$ cat src/rtl/adc_pkg.sv
// Shared types and constants for the SAR ADC host-side sequencer.
package adc_pkg;

  localparam int unsigned RESOLUTION_DEF = 8;
  localparam int unsigned TIMEOUT_MARGIN = 4;

  typedef logic [RESOLUTION_DEF-1:0] result_t;

  typedef enum logic [1:0] {
    StIdle,
    StStart,
    StWait,
    StHold
  } seq_state_t;

endpackage

$ cat src/rtl/adc_result_fifo.sv
// Synchronous result FIFO; the head is a combinational read of registered storage.
module adc_result_fifo #(
  parameter int unsigned WIDTH = 8,
  parameter int unsigned DEPTH = 4
) (
  input  logic                     clk_i,
  input  logic                     rst_ni,
  input  logic                     push_i,
  input  logic [WIDTH-1:0]         wdata_i,
  input  logic                     pop_i,
  output logic [WIDTH-1:0]         rdata_o,
  output logic                     full_o,
  output logic                     empty_o,
  output logic [$clog2(DEPTH):0]   level_o
);

  localparam int unsigned PtrW   = $clog2(DEPTH);
  localparam int unsigned LevelW = PtrW + 1;

  logic [WIDTH-1:0]  mem_q [DEPTH];
  logic [PtrW-1:0]   wptr_q, rptr_q;
  logic [LevelW-1:0] level_q;
  logic [WIDTH-1:0]  last_q;
  logic              do_push, do_pop;

  assign full_o  = (level_q == LevelW'(DEPTH));
  assign empty_o = (level_q == '0);
  assign level_o = level_q;

  assign do_pop  = pop_i && !empty_o;
  // A push into a full FIFO is only accepted when a pop frees a slot in the same cycle.
  assign do_push = push_i && (!full_o || do_pop);

  // When empty, keep presenting the most recently popped word.
  assign rdata_o = empty_o ? last_q : mem_q[rptr_q];

  always_ff @(posedge clk_i) begin
    if (do_push) begin
      mem_q[wptr_q] <= wdata_i;
    end
  end

  always_ff @(posedge clk_i or negedge rst_ni) begin
    if (!rst_ni) begin
      wptr_q  <= '0;
      rptr_q  <= '0;
      level_q <= '0;
      last_q  <= '0;
    end else begin
      if (do_push) begin
        wptr_q <= wptr_q + PtrW'(1);
      end
      if (do_pop) begin
        rptr_q <= rptr_q + PtrW'(1);
        last_q <= mem_q[rptr_q];
      end
      unique case ({do_push, do_pop})
        2'b10:   level_q <= level_q + LevelW'(1);
        2'b01:   level_q <= level_q - LevelW'(1);
        default: level_q <= level_q;
      endcase
    end
  end

endmodule

$ cat src/rtl/adc_sequencer.sv
// Host-side SAR ADC sequencer: start pulses, rdy-edge capture, result FIFO, sticky flags.
// Define ADC_SEQ_AVG_EN to push the truncated mean of every 4 captures instead of each one.
module adc_sequencer
  import adc_pkg::*;
#(
  parameter int unsigned RESOLUTION = 8,
  parameter int unsigned FIFO_DEPTH = 4,
  parameter int unsigned PERIOD_W   = 16
) (
  input  logic                          clk_i,
  input  logic                          rst_ni,
  input  logic                          en_i,
  input  logic                          trig_i,
  input  logic [PERIOD_W-1:0]           period_i,
  input  logic                          clear_i,
  output logic                          adc_start_o,
  input  logic                          adc_rdy_i,
  input  logic [RESOLUTION-1:0]         adc_result_i,
  output logic [RESOLUTION-1:0]         data_o,
  output logic                          valid_o,
  input  logic                          ready_i,
  output logic [$clog2(FIFO_DEPTH):0]   level_o,
  output logic                          overflow_o,
  output logic                          timeout_o
);

  localparam int unsigned TmoW = $clog2(RESOLUTION + TIMEOUT_MARGIN + 1);
  localparam int unsigned CntW = (PERIOD_W > TmoW) ? PERIOD_W : TmoW;
  // The edge that leaves START is the first of the RESOLUTION+TIMEOUT_MARGIN timeout ticks.
  localparam logic [CntW-1:0] TmoLoad = CntW'(RESOLUTION + TIMEOUT_MARGIN - 1);

  seq_state_t            state_q;
  logic [CntW-1:0]       cnt_q;
  logic                  start_q;
  logic                  rdy_prev_q;
  logic                  overflow_q, timeout_q;
  logic                  rdy_rise, capture, timeout_evt;
  logic                  push, pop, full, empty, drop;
  logic [RESOLUTION-1:0] push_data;

  assign rdy_rise    = adc_rdy_i && !rdy_prev_q;
  assign capture     = (state_q == StWait) && rdy_rise;
  assign timeout_evt = (state_q == StWait) && !rdy_rise && (cnt_q == CntW'(1));

  always_ff @(posedge clk_i or negedge rst_ni) begin
    if (!rst_ni) begin
      state_q <= StIdle;
      cnt_q   <= '0;
      start_q <= 1'b0;
    end else begin
      start_q <= 1'b0;
      unique case (state_q)
        StIdle: begin
          if (en_i || trig_i) begin
            state_q <= StStart;
            start_q <= 1'b1;
          end
        end
        StStart: begin
          state_q <= StWait;
          cnt_q   <= TmoLoad;
        end
        StWait: begin
          if (capture) begin
            if (en_i) begin
              state_q <= StHold;
              cnt_q   <= CntW'(period_i);
            end else begin
              state_q <= StIdle;
            end
          end else if (timeout_evt) begin
            state_q <= StIdle;
          end else begin
            cnt_q <= cnt_q - CntW'(1);
          end
        end
        StHold: begin
          if (!en_i) begin
            state_q <= StIdle;
          end else if (cnt_q == '0) begin
            state_q <= StStart;
            start_q <= 1'b1;
          end else begin
            cnt_q <= cnt_q - CntW'(1);
          end
        end
        default: state_q <= StIdle;
      endcase
    end
  end

  assign adc_start_o = start_q;

`ifdef ADC_SEQ_AVG_EN
  logic [RESOLUTION+1:0] acc_q, acc_sum;
  logic [1:0]            acc_cnt_q;
  logic                  en_q;

  assign acc_sum   = acc_q + {2'b00, adc_result_i};
  assign push      = capture && (acc_cnt_q == 2'd3);
  assign push_data = acc_sum[RESOLUTION+1:2];

  always_ff @(posedge clk_i or negedge rst_ni) begin
    if (!rst_ni) begin
      acc_q     <= '0;
      acc_cnt_q <= '0;
      en_q      <= 1'b0;
    end else begin
      en_q <= en_i;
      if (timeout_evt || ((state_q == StIdle) && en_q && !en_i)) begin
        acc_q     <= '0;
        acc_cnt_q <= '0;
      end else if (capture) begin
        acc_q     <= push ? '0 : acc_sum;
        acc_cnt_q <= acc_cnt_q + 2'd1;
      end
    end
  end
`else
  assign push      = capture;
  assign push_data = adc_result_i;
`endif

  assign pop  = valid_o && ready_i;
  assign drop = push && full && !pop;

  adc_result_fifo #(
    .WIDTH (RESOLUTION),
    .DEPTH (FIFO_DEPTH)
  ) u_fifo (
    .clk_i   (clk_i),
    .rst_ni  (rst_ni),
    .push_i  (push),
    .wdata_i (push_data),
    .pop_i   (pop),
    .rdata_o (data_o),
    .full_o  (full),
    .empty_o (empty),
    .level_o (level_o)
  );

  assign valid_o = !empty;

  // Set events take priority over a same-cycle clear.
  always_ff @(posedge clk_i or negedge rst_ni) begin
    if (!rst_ni) begin
      rdy_prev_q <= 1'b0;
      overflow_q <= 1'b0;
      timeout_q  <= 1'b0;
    end else begin
      rdy_prev_q <= adc_rdy_i;
      if (drop) begin
        overflow_q <= 1'b1;
      end else if (clear_i) begin
        overflow_q <= 1'b0;
      end
      if (timeout_evt) begin
        timeout_q <= 1'b1;
      end else if (clear_i) begin
        timeout_q <= 1'b0;
      end
    end
  end

  assign overflow_o = overflow_q;
  assign timeout_o  = timeout_q;

endmodule

$ cat config.mk
export PLATFORM = sky130hd
export DESIGN_NAME = adc_sequencer
export DESIGN_NICKNAME = d
export VERILOG_FILES = /design/src/rtl/adc_pkg.sv /design/src/rtl/adc_result_fifo.sv /design/src/rtl/adc_sequencer.sv
export SDC_FILE = /design/constraint.sdc
export NUM_CORES = 1
export LEC_CHECK = 0
export ABC_AREA = 0
export ABC_CLOCK_PERIOD_IN_PS = 2300
export BUFFER_PORTS_ARGS = -buffer_cell sky130_fd_sc_hd__buf_2
export CELL_PAD_IN_SITES_DETAIL_PLACEMENT = 0
export CELL_PAD_IN_SITES_GLOBAL_PLACEMENT = 1
export CORE_MARGIN = 2
export CORE_UTILIZATION = 42
export CTS_CLUSTER_SIZE = 8
export DETAILED_ROUTE_END_ITERATION = 8
export HOLD_SLACK_MARGIN = 0.15
export PLACE_DENSITY = 0.86
export SLEW_MARGIN = 20
export SYNTH_ARGS = -nofsm -noshare
export SYNTH_HDL_FRONTEND = slang
export SYNTH_HIERARCHICAL = 1
export SYNTH_SLANG_ARGS = --single-unit
export TNS_END_PERCENT = 10
$ cat constraint.sdc
create_clock -name clk_i -period 2.3 [get_ports clk_i]
set_input_delay 0.23 -clock clk_i [delete_from_list [all_inputs] [get_ports clk_i]]
set_output_delay 0.23 -clock clk_i [all_outputs]
set_load 0.02 [all_outputs]
==> load_flow_metrics.sql, run 1 <==
INSERT INTO impl_metrics (metric_group, metric, value, unit) VALUES
('worst_setup_path', 'crit_path_max_fanout', '7', ''),
('clock_tree', 'cts_tree', 'yes', ''),
('placement', 'place_area', '4005', 'sq um'),
('outcome', 'run_status', 'finished clean', ''),
('placement', 'io_buffers', '45', ''),
('grt', 'globalRouteOverflowTotal', '0', ''),
('sta', 'timing_hold_violations_final', '0', ''),
('die', 'fp.dieArea', '9268', 'sq um'),
('worst_setup_path', 'cpLargestDelayFamily', 'simple AND/OR/NAND/NOR gates', ''),
('worst_setup_path', 'worstSetupStartpointType', 'register', ''),
('sta', 'slew_at_the_pin_with_the_worst_max_slew_slack', '474.0', 'ps'),
('worst_setup_path', 'category_of_the_worst_setup_path_capture_point', 'register', ''),
('die', 'chipWidth', '96.27', 'microns'),
('grt', 'groute.usage.overall', '0.1813', ''),
('worst_setup_path', 'arrival', '2520', 'ps'),
('synth', 'synth_top_family_by_area', 'multiplexers', ''),
('die', 'start_util', '0.4352', ''),
('finish', 'drive_above_1_share', '0.3544', ''),
('die', 'top_level_ports', '46', ''),
('synth', 'post_synth_instance_area', '3576', 'sq um'),
('grt', 'grt_max_degree', '21', ''),
('synth', 'post_synth_num_cell_types', '54', ''),
('synth', 'muxShareOfSynthArea', '0.1372', ''),
('power', 'worst_ir_drop_vdd', '0.8883', 'mV'),
('sta', 'post_route_clock_period_utilization', '0.9753', ''),
('clock_tree', 'clk-insertion-delay-late', '350', 'ps'),
('sta', 'max_freq', '0.4458', 'GHz'),
('synth', 'post_synth_fa_ha_maj_area_fraction', '0.04409', ''),
('grt', 'grt_first_pass_wirelength', '12.43', 'mm'),
('synth', 'synthCells', '285', ''),
('clock_tree', 'clock_sinks', '69', ''),
('synth', 'post_synth_xor_area_fraction', '0.02694', ''),
('clock_tree', 'postCtsResizedCells', '0', ''),
('job', 'max_cap_viol_count', '0', ''),
('clock_tree', 'cts_max_path_buffers', '2', ''),
('drt', 'drc_errors', '0', ''),
('placement', 'hpwlAfterDp', '5.520', 'mm'),
('clock_tree', 'cts_htree_levels', '3', ''),
('synth', 'synth_nets', '328', ''),
('worst_setup_path', 'buf_inv_stages_crit_path', '2', ''),
('die', 'placement_rows', '33', ''),
('synth', 'yosys_warnings', '6', ''),
('finish', 'final_net_count', '402', ''),
('sta', 'final.setup_skew', '7.247', 'ps'),
('finish', 'insertedDiodeCount', '0', ''),
('die', 'core_area', '8217', 'sq um'),
('grt', 'grt_pass1_vias', '2490', ''),
('clock_tree', 'root_buffer', 'sky130_fd_sc_hd__clkbuf_8', ''),
('worst_setup_path', 'worst_ep_required_time', '2580', 'ps'),
('sta', 'final_setup_viols', '0', ''),
('synth', 'ys_ff_latch', '69', ''),
('drt', 'routed_wire_length_per_instance', '16.22', 'microns'),
('placement', 'place.gp.congestion', '0.8431', ''),
('synth', 'synthSimpleGateAreaFrac', '0.1176', ''),
('sta', 'timing.final.crit_period', '2243', 'ps'),
('hold_path', 'hold_class', 'input port to register', ''),
('synth', 'synth_compound_area_frac', '0.1130', ''),
('drt', 'drt_first_iter_violations', '117', ''),
('drt', 'via_per_inst', '5.397', ''),
('worst_setup_path', 'timing.critical_path.cells', 'or3b_1 > o21a_4 > inv_1 > ha_2 > inv_1 > fa_2 > xor2_1 > nor2_1 > xor2_1', ''),
('finish', 'layout.cell_area.non_filler', '4345', 'sq um'),
('grt', 'antenna_found_initial', '0', ''),
('worst_setup_path', 'path_class', 'register to register', ''),
('finish', 'final.fill_count', '703', ''),
('sta', 'worst_slew_margin_rel', '0.6840', ''),
('synth', 'asyncSetResetFlopFracSynth', '0.5362', ''),
('power', 'cellPowerDensity', '1340', 'nW/um^2'),
('die', 'dieHeight', '96.27', 'microns'),
('synth', 'seq_area_frac_synth', '0.5276', ''),
('drt', 'drt-pass1-iter-count', '4', ''),
('drt', 'detail_route.wirelength', '7.605', 'mm');
-- flip-flops by register name, indices dropped and copies added, names as in the netlist --
signal,flops
u_fifo/mem_q,32
adc_start_o,1
u_fifo/rptr_q,2
u_fifo/wptr_q,2
overflow_o,1
state_q,2
u_fifo/level_o,3
rdy_prev_q,1
u_fifo/last_q,8
cnt_q,16
timeout_o,1
-- kinds of logic after synthesis --
logic type | count (synthesis)
DFF | 69
AOI/OAI and AO/OA | 60
adders and majority gates | 12
xor gates and xnor gates | 11
buffers and inverters | 29
and+or+nand+nor | 70
muxes | 34
-- report_power, final --
group	internal, mW	total [mW]	switching [mW]
Clock	0.428	0.969	0.541
Combinational	1.35	2.94	1.59
Sequential	1.61	1.91	0.303
-- metal layers --
| layer | share of wire | vias up | track usage |
|---|---|---|---|
| met5 | 0 | - | 0 |
| met4 | 0.016 | 0 | 0.05833 |
| met3 | 0.048 | 12 | 0.04385 |
| met2 | 0.51 | 68 | 0.3154 |
| met1 | 0.43 | 1247 | 0.2208 |
| li1 | - | 1204 | - |
-- cell type report --
type,count,area [sq um],area share
Inverter,17,63.81,0.01468
Sequential cell,69,1889,0.4348
Timing Repair Buffer,75,480.5,0.1106
Clock inverter,7,73.82,0.01699
Multi-Input combinational cell,187,1583,0.3642
Tap cell,105,131.4,0.03023
Clock buffer,9,123.9,0.02851
-- timing repair --
action / in CTS / in global routing
setup endpoints to repair: 0 / 1
endpoints found under the hold margin: 53 / 0
hold buffers: 12 / 0
buffers inserted: 0 / 3
-- layout by cell type (no fill, tap or decap), types with 3 or more instances in the layout --
master / netlist / final
sky130_fd_sc_hd__mux2_4: 6 / 6
sky130_fd_sc_hd__o31ai_1: 4 / 4
sky130_fd_sc_hd__buf_4: 0 / 18
sky130_fd_sc_hd__o21ai_0: 7 / 7
sky130_fd_sc_hd__edfxtp_1: 32 / 32
sky130_fd_sc_hd__nand4_1: 3 / 3
sky130_fd_sc_hd__nor3_1: 4 / 4
sky130_fd_sc_hd__ha_1: 11 / 10
sky130_fd_sc_hd__inv_1: 17 / 16
sky130_fd_sc_hd__o22ai_1: 5 / 5
sky130_fd_sc_hd__a21oi_1: 11 / 11
sky130_fd_sc_hd__and2_2: 4 / 4
sky130_fd_sc_hd__dfrtp_1: 37 / 35
sky130_fd_sc_hd__xnor2_1: 5 / 5
sky130_fd_sc_hd__nand2_1: 12 / 12
sky130_fd_sc_hd__mux2i_1: 4 / 4
sky130_fd_sc_hd__inv_6: 0 / 3
sky130_fd_sc_hd__dlygate4sd3_1: 0 / 12
sky130_fd_sc_hd__xor2_1: 6 / 6
sky130_fd_sc_hd__clkbuf_8: 0 / 9
sky130_fd_sc_hd__o21ai_1: 11 / 11
sky130_fd_sc_hd__mux4_2: 8 / 8
sky130_fd_sc_hd__buf_2: 3 / 45
sky130_fd_sc_hd__mux2_2: 16 / 16
sky130_fd_sc_hd__nand3_1: 5 / 5
sky130_fd_sc_hd__o21a_1: 3 / 3
sky130_fd_sc_hd__nor2_1: 18 / 18
sky130_fd_sc_hd__nor3b_1: 4 / 4
sky130_fd_sc_hd__a22oi_1: 4 / 4
-- synth_stat cells (4+ instances only) --
cell | number | share of area
sky130_fd_sc_hd__o31ai_1 | 4 | 0.0084
sky130_fd_sc_hd__a22oi_1 | 4 | 0.0084
sky130_fd_sc_hd__mux2i_1 | 4 | 0.011
sky130_fd_sc_hd__nand3_1 | 5 | 0.0070
sky130_fd_sc_hd__edfxtp_1 | 32 | 0.27
sky130_fd_sc_hd__mux4_2 | 8 | 0.050
sky130_fd_sc_hd__dfrtp_1 | 37 | 0.26
sky130_fd_sc_hd__o21ai_0 | 7 | 0.0098
sky130_fd_sc_hd__nor2_1 | 18 | 0.019
sky130_fd_sc_hd__and2_2 | 4 | 0.0084
sky130_fd_sc_hd__a21oi_1 | 11 | 0.015
sky130_fd_sc_hd__inv_1 | 17 | 0.018
sky130_fd_sc_hd__mux2_4 | 6 | 0.025
sky130_fd_sc_hd__o22ai_1 | 5 | 0.0087
sky130_fd_sc_hd__xnor2_1 | 5 | 0.012
sky130_fd_sc_hd__mux2_2 | 16 | 0.050
sky130_fd_sc_hd__nand2_1 | 12 | 0.013
sky130_fd_sc_hd__ha_1 | 11 | 0.038
sky130_fd_sc_hd__nor3_1 | 4 | 0.0056
sky130_fd_sc_hd__o21ai_1 | 11 | 0.015
sky130_fd_sc_hd__xor2_1 | 6 | 0.015
sky130_fd_sc_hd__nor3b_1 | 4 | 0.0084
sky130_fd_sc_hd__clkbuf_1 | 8 | 0.0084
-- per-stage QoR --
stage	std cells	setup TNS [ps]	util	total power, mW	hold slack [ps]
after detailed placement	438	0	0.4874	4.831	209.2
after floorplan	285	0	-	4.064	-65.59
after global routing	469	-0.4905	0.5289	6.262	188.0
final	469	0	0.5289	5.824	166.8
after global placement	438	0	0.4874	4.755	201.3
after CTS	466	0	0.5261	5.837	160.2
-- final timing paths --
| check | startpoint | depth (start not counted) | slack (ps) | to |
|---|---|---|---|---|
| max | u_fifo/level_o[1] | 9 | 60 | u_fifo/level_o[2] |
| min | period_i[2] | 3 | 170 | cnt_q[2] |
| max reg2reg | u_fifo/level_o[1] | 9 | 60 | u_fifo/level_o[2] |
| min reg2reg | u_fifo/last_q[5] | 1 | 510 | u_fifo/last_q[5] |
| max in group asynchronous | rst_ni | 3 | 1320 | u_fifo/wptr_q[0] |
| min in group asynchronous | rst_ni | 2 | 350 | cnt_q[14] |
-- worst reg2reg max path, stage by stage, from the launching register on --
cell                      delay (ps)
sky130_fd_sc_hd__dfrtp_2         430
sky130_fd_sc_hd__or3b_1          400
sky130_fd_sc_hd__o21a_4          260
sky130_fd_sc_hd__inv_1            60
sky130_fd_sc_hd__ha_2            180
sky130_fd_sc_hd__inv_1            60
sky130_fd_sc_hd__fa_2            330
sky130_fd_sc_hd__xor2_1          140
sky130_fd_sc_hd__nor2_1          140
sky130_fd_sc_hd__xor2_1          150
No activity file was read; power rests on OpenSTA's default activity.
==> run 2: changes to the inputs <==
--- a/config.mk
+++ b/config.mk
@@ -16,6 +16,7 @@
 export DETAILED_ROUTE_END_ITERATION = 8
 export HOLD_SLACK_MARGIN = 0.15
 export PLACE_DENSITY = 0.86
+export RECOVER_POWER = 50
 export SLEW_MARGIN = 20
 export SYNTH_ARGS = -nofsm -noshare
 export SYNTH_HDL_FRONTEND = slang
==> run 2 against run 1 <==
Effect of this change:
- routed wire length grew 0.12%
- total power is essentially flat
- die area is the same
- utilization shrank 0.23 points
- sequential cell count is the same
- fmax is essentially flat
- global-route usage is the same
- first-iteration DRC count shrank 3.4%
- register-to-register slack is essentially flat
- sequential share of layout area grew 0.19 points
- clock-buffer cell count is the same
- combinational power is essentially flat
- critical path type unchanged
- largest cell class unchanged
==> load_flow_metrics.sql, run 2 (synthesized netlist as in run 1, its figures left out) <==
INSERT INTO impl_metrics (metric_group, metric, value, unit) VALUES
('finish', 'largestRegisters', 'u_fifo/mem_q (32), cnt_q (16), u_fifo/last_q (8)', ''),
('grt', 'grt_first_pass_wirelength', '12.43', 'mm'),
('sta', 'slew_at_the_pin_with_the_worst_max_slew_slack', '1093', 'ps'),
('power', 'power_leakage', '1.754', 'nW'),
('worst_setup_path', 'buf_inv_stages_crit_path', '2', ''),
('worst_setup_path', 'slowest_cell_on_the_critical_path', 'sky130_fd_sc_hd__dfrtp_2', ''),
('sta', 'worst_slew_margin_rel', '0.2715', ''),
('finish', 'final_net_count', '402', ''),
('clock_tree', 'cts_tree', 'yes', ''),
('finish', 'highest_count_cells_in_the_layout_ignoring_fill_and_taps', 'sky130_fd_sc_hd__dfrtp_1, sky130_fd_sc_hd__buf_2, sky130_fd_sc_hd__edfxtp_1', ''),
('sta', 'final.setup_skew', '7.852', 'ps'),
('power', 'cellPowerDensity', '1346', 'nW/um^2'),
('finish', 'drive_above_1_share', '0.3187', ''),
('placement', 'numPlacedInstances', '438', ''),
('drt', 'drt_first_iter_violations', '113', ''),
('die', 'core_area', '8217', 'sq um'),
('sta', 'max_freq', '0.4456', 'GHz'),
('job', 'max_cap_viol_count', '0', ''),
('grt', 'antenna_found_initial', '0', ''),
('worst_setup_path', 'timing.critical_path.cells', 'or3b_1 > o21a_4 > inv_1 > ha_2 > inv_1 > fa_2 > xor2_1 > nor2_1 > xor2_1', ''),
('drt', 'drt-pass1-iter-count', '4', ''),
('drt', 'drc_errors', '0', ''),
('finish', 'top_register', 'u_fifo/mem_q', ''),
('power', 'worst_ir_drop_vdd', '0.8853', 'mV'),
('finish', 'insertedDiodeCount', '0', ''),
('sta', 'post_route_clock_period_utilization', '0.9758', ''),
('finish', 'finalNonFillerCells', '469', ''),
('clock_tree', 'clock_sinks', '69', ''),
('drt', 'detail_route.wirelength', '7.614', 'mm'),
('sta', 'timing.final.crit_period', '2244', 'ps'),
('worst_setup_path', 'worstSetupStartpointType', 'register', ''),
('die', 'chipWidth', '96.27', 'microns'),
('die', 'dieHeight', '96.27', 'microns'),
('worst_setup_path', 'critical-path-max-stage-delay', '430', 'ps'),
('clock_tree', 'cts_max_path_buffers', '2', ''),
('clock_tree', 'cts.reportedPaths.clkPinSlew', '90', 'ps'),
('grt', 'grt_pass1_vias', '2490', ''),
('clock_tree', 'cts_htree_levels', '3', ''),
('grt', 'globalRouteOverflowTotal', '0', ''),
('clock_tree', 'clk-insertion-delay-late', '350', 'ps'),
('sta', 'timing_hold_violations_final', '0', ''),
('die', 'start_util', '0.4352', ''),
('finish', 'largest_register_ff_count', '32', ''),
('drt', 'routed_wire_length_per_instance', '16.23', 'microns'),
('placement', 'place.gp.congestion', '0.8431', ''),
('clock_tree', 'root_buffer', 'sky130_fd_sc_hd__clkbuf_8', ''),
('die', 'placement_rows', '33', ''),
('placement', 'hpwlAfterDp', '5.520', 'mm'),
('drt', 'dr_total_vias', '2534', ''),
('sta', 'final_max_slew_viol_count', '0', ''),
('sta', 'final_setup_viols', '0', ''),
('worst_setup_path', 'cpLargestDelayFamily', 'simple AND/OR/NAND/NOR gates', ''),
('placement', 'io_buffers', '45', ''),
('hold_path', 'hold_class', 'input port to register', ''),
('worst_setup_path', 'path_class', 'register to register', ''),
('drt', 'via_per_inst', '5.403', ''),
('outcome', 'run_status', 'finished clean', ''),
('power', 'finalPower', '5.824', 'mW'),
('drt', 'drtAntennaViolNets', '0', ''),
('die', 'top_level_ports', '46', ''),
('clock_tree', 'cts_inserted_buffers', '9', ''),
('grt', 'groute.usage.overall', '0.1813', ''),
('worst_setup_path', 'crit_path_max_fanout', '7', ''),
('finish', 'final_common_cell', 'sky130_fd_sc_hd__dfrtp_1', ''),
('finish', 'final.fill_count', '711', ''),
('worst_setup_path', 'arrival', '2520', 'ps'),
('worst_setup_path', 'category_of_the_worst_setup_path_capture_point', 'register', ''),
('die', 'fp.dieArea', '9268', 'sq um'),
('worst_setup_path', 'worst_ep_required_time', '2580', 'ps'),
('finish', 'syn2layout_area_growth', '20.99', '%'),
('grt', 'grt_max_degree', '21', '');
[run 2: layer usage]
metal | GRT usage | wire, microns | vias up
li1 | - | - | 1205
met1 | 0.2208 | 3288 | 1246
met2 | 0.3154 | 3846 | 70
met3 | 0.04385 | 336 | 13
met4 | 0.05833 | 142 | 0
met5 | 0 | 0 | -
[run 2: where the power goes]
group	total (mW)	internal (mW)	switching, mW
sequential	1.91	1.61	0.303
clock	0.965	0.428	0.537
combinational	2.95	1.34	1.60
[run 2: layout make-up]
cell class | instances | area (sq um) | share of cell area
Clock inverter | 7 | 73.82 | 0.01706
Sequential cell | 69 | 1889 | 0.4367
Clock buffer | 9 | 123.9 | 0.02863
Timing Repair Buffer | 75 | 461.7 | 0.1067
Multi-Input combinational cell | 187 | 1583 | 0.3658
Tap cell | 105 | 131.4 | 0.03036
Inverter | 17 | 63.81 | 0.01475
[run 2: through the flow]
| step | area [sq um] | hold WS (ps) | worst slack (ps) | util | setup TNS, ps |
|---|---|---|---|---|---|
| after floorplan | 3612 | -65.59 | 34.34 | - | 0 |
| after global placement | 4005 | 201.3 | 138.3 | 0.4874 | 0 |
| after detailed placement | 4005 | 209.2 | 56.88 | 0.4874 | 0 |
| after CTS | 4323 | 160.2 | 36.14 | 0.5261 | 0 |
| after global routing | 4327 | 188.0 | -0.4905 | 0.5266 | -0.4905 |
| final | 4327 | 169.2 | 55.75 | 0.5266 | 0 |
[run 2: worst reg2reg max path, delay by kind of cell, from the launching register on]
family	cells	cell delay (ps)
simple gates	2	540
fa+ha+maj	2	510
flops	1	430
xor+xnor	2	290
compound gates	1	260
buf+inv	2	120
[run 2: repair_timing]
item                                    in CTS  in global routing
resized for setup                            0                  0
hold endpoints to repair                    53                  0
endpoints found under the setup margin       0                  1
buffers inserted                             0                  3
hold buffers                                12                  0
[run 2: path summary, 6_finish.rpt]
kind / start / end / slack [ps] / cells after the start
setup reg to reg: u_fifo/level_o[1] / u_fifo/level_o[2] / 60 / 9
hold / removal: period_i[2] / cnt_q[2] / 170 / 3
setup / recovery: u_fifo/level_o[1] / u_fifo/level_o[2] / 60 / 9
max in group asynchronous: rst_ni / u_fifo/wptr_q[0] / 620 / 3
min in group asynchronous: rst_ni / cnt_q[14] / 600 / 2
hold reg to reg: u_fifo/last_q[5] / u_fifo/last_q[5] / 510 / 1
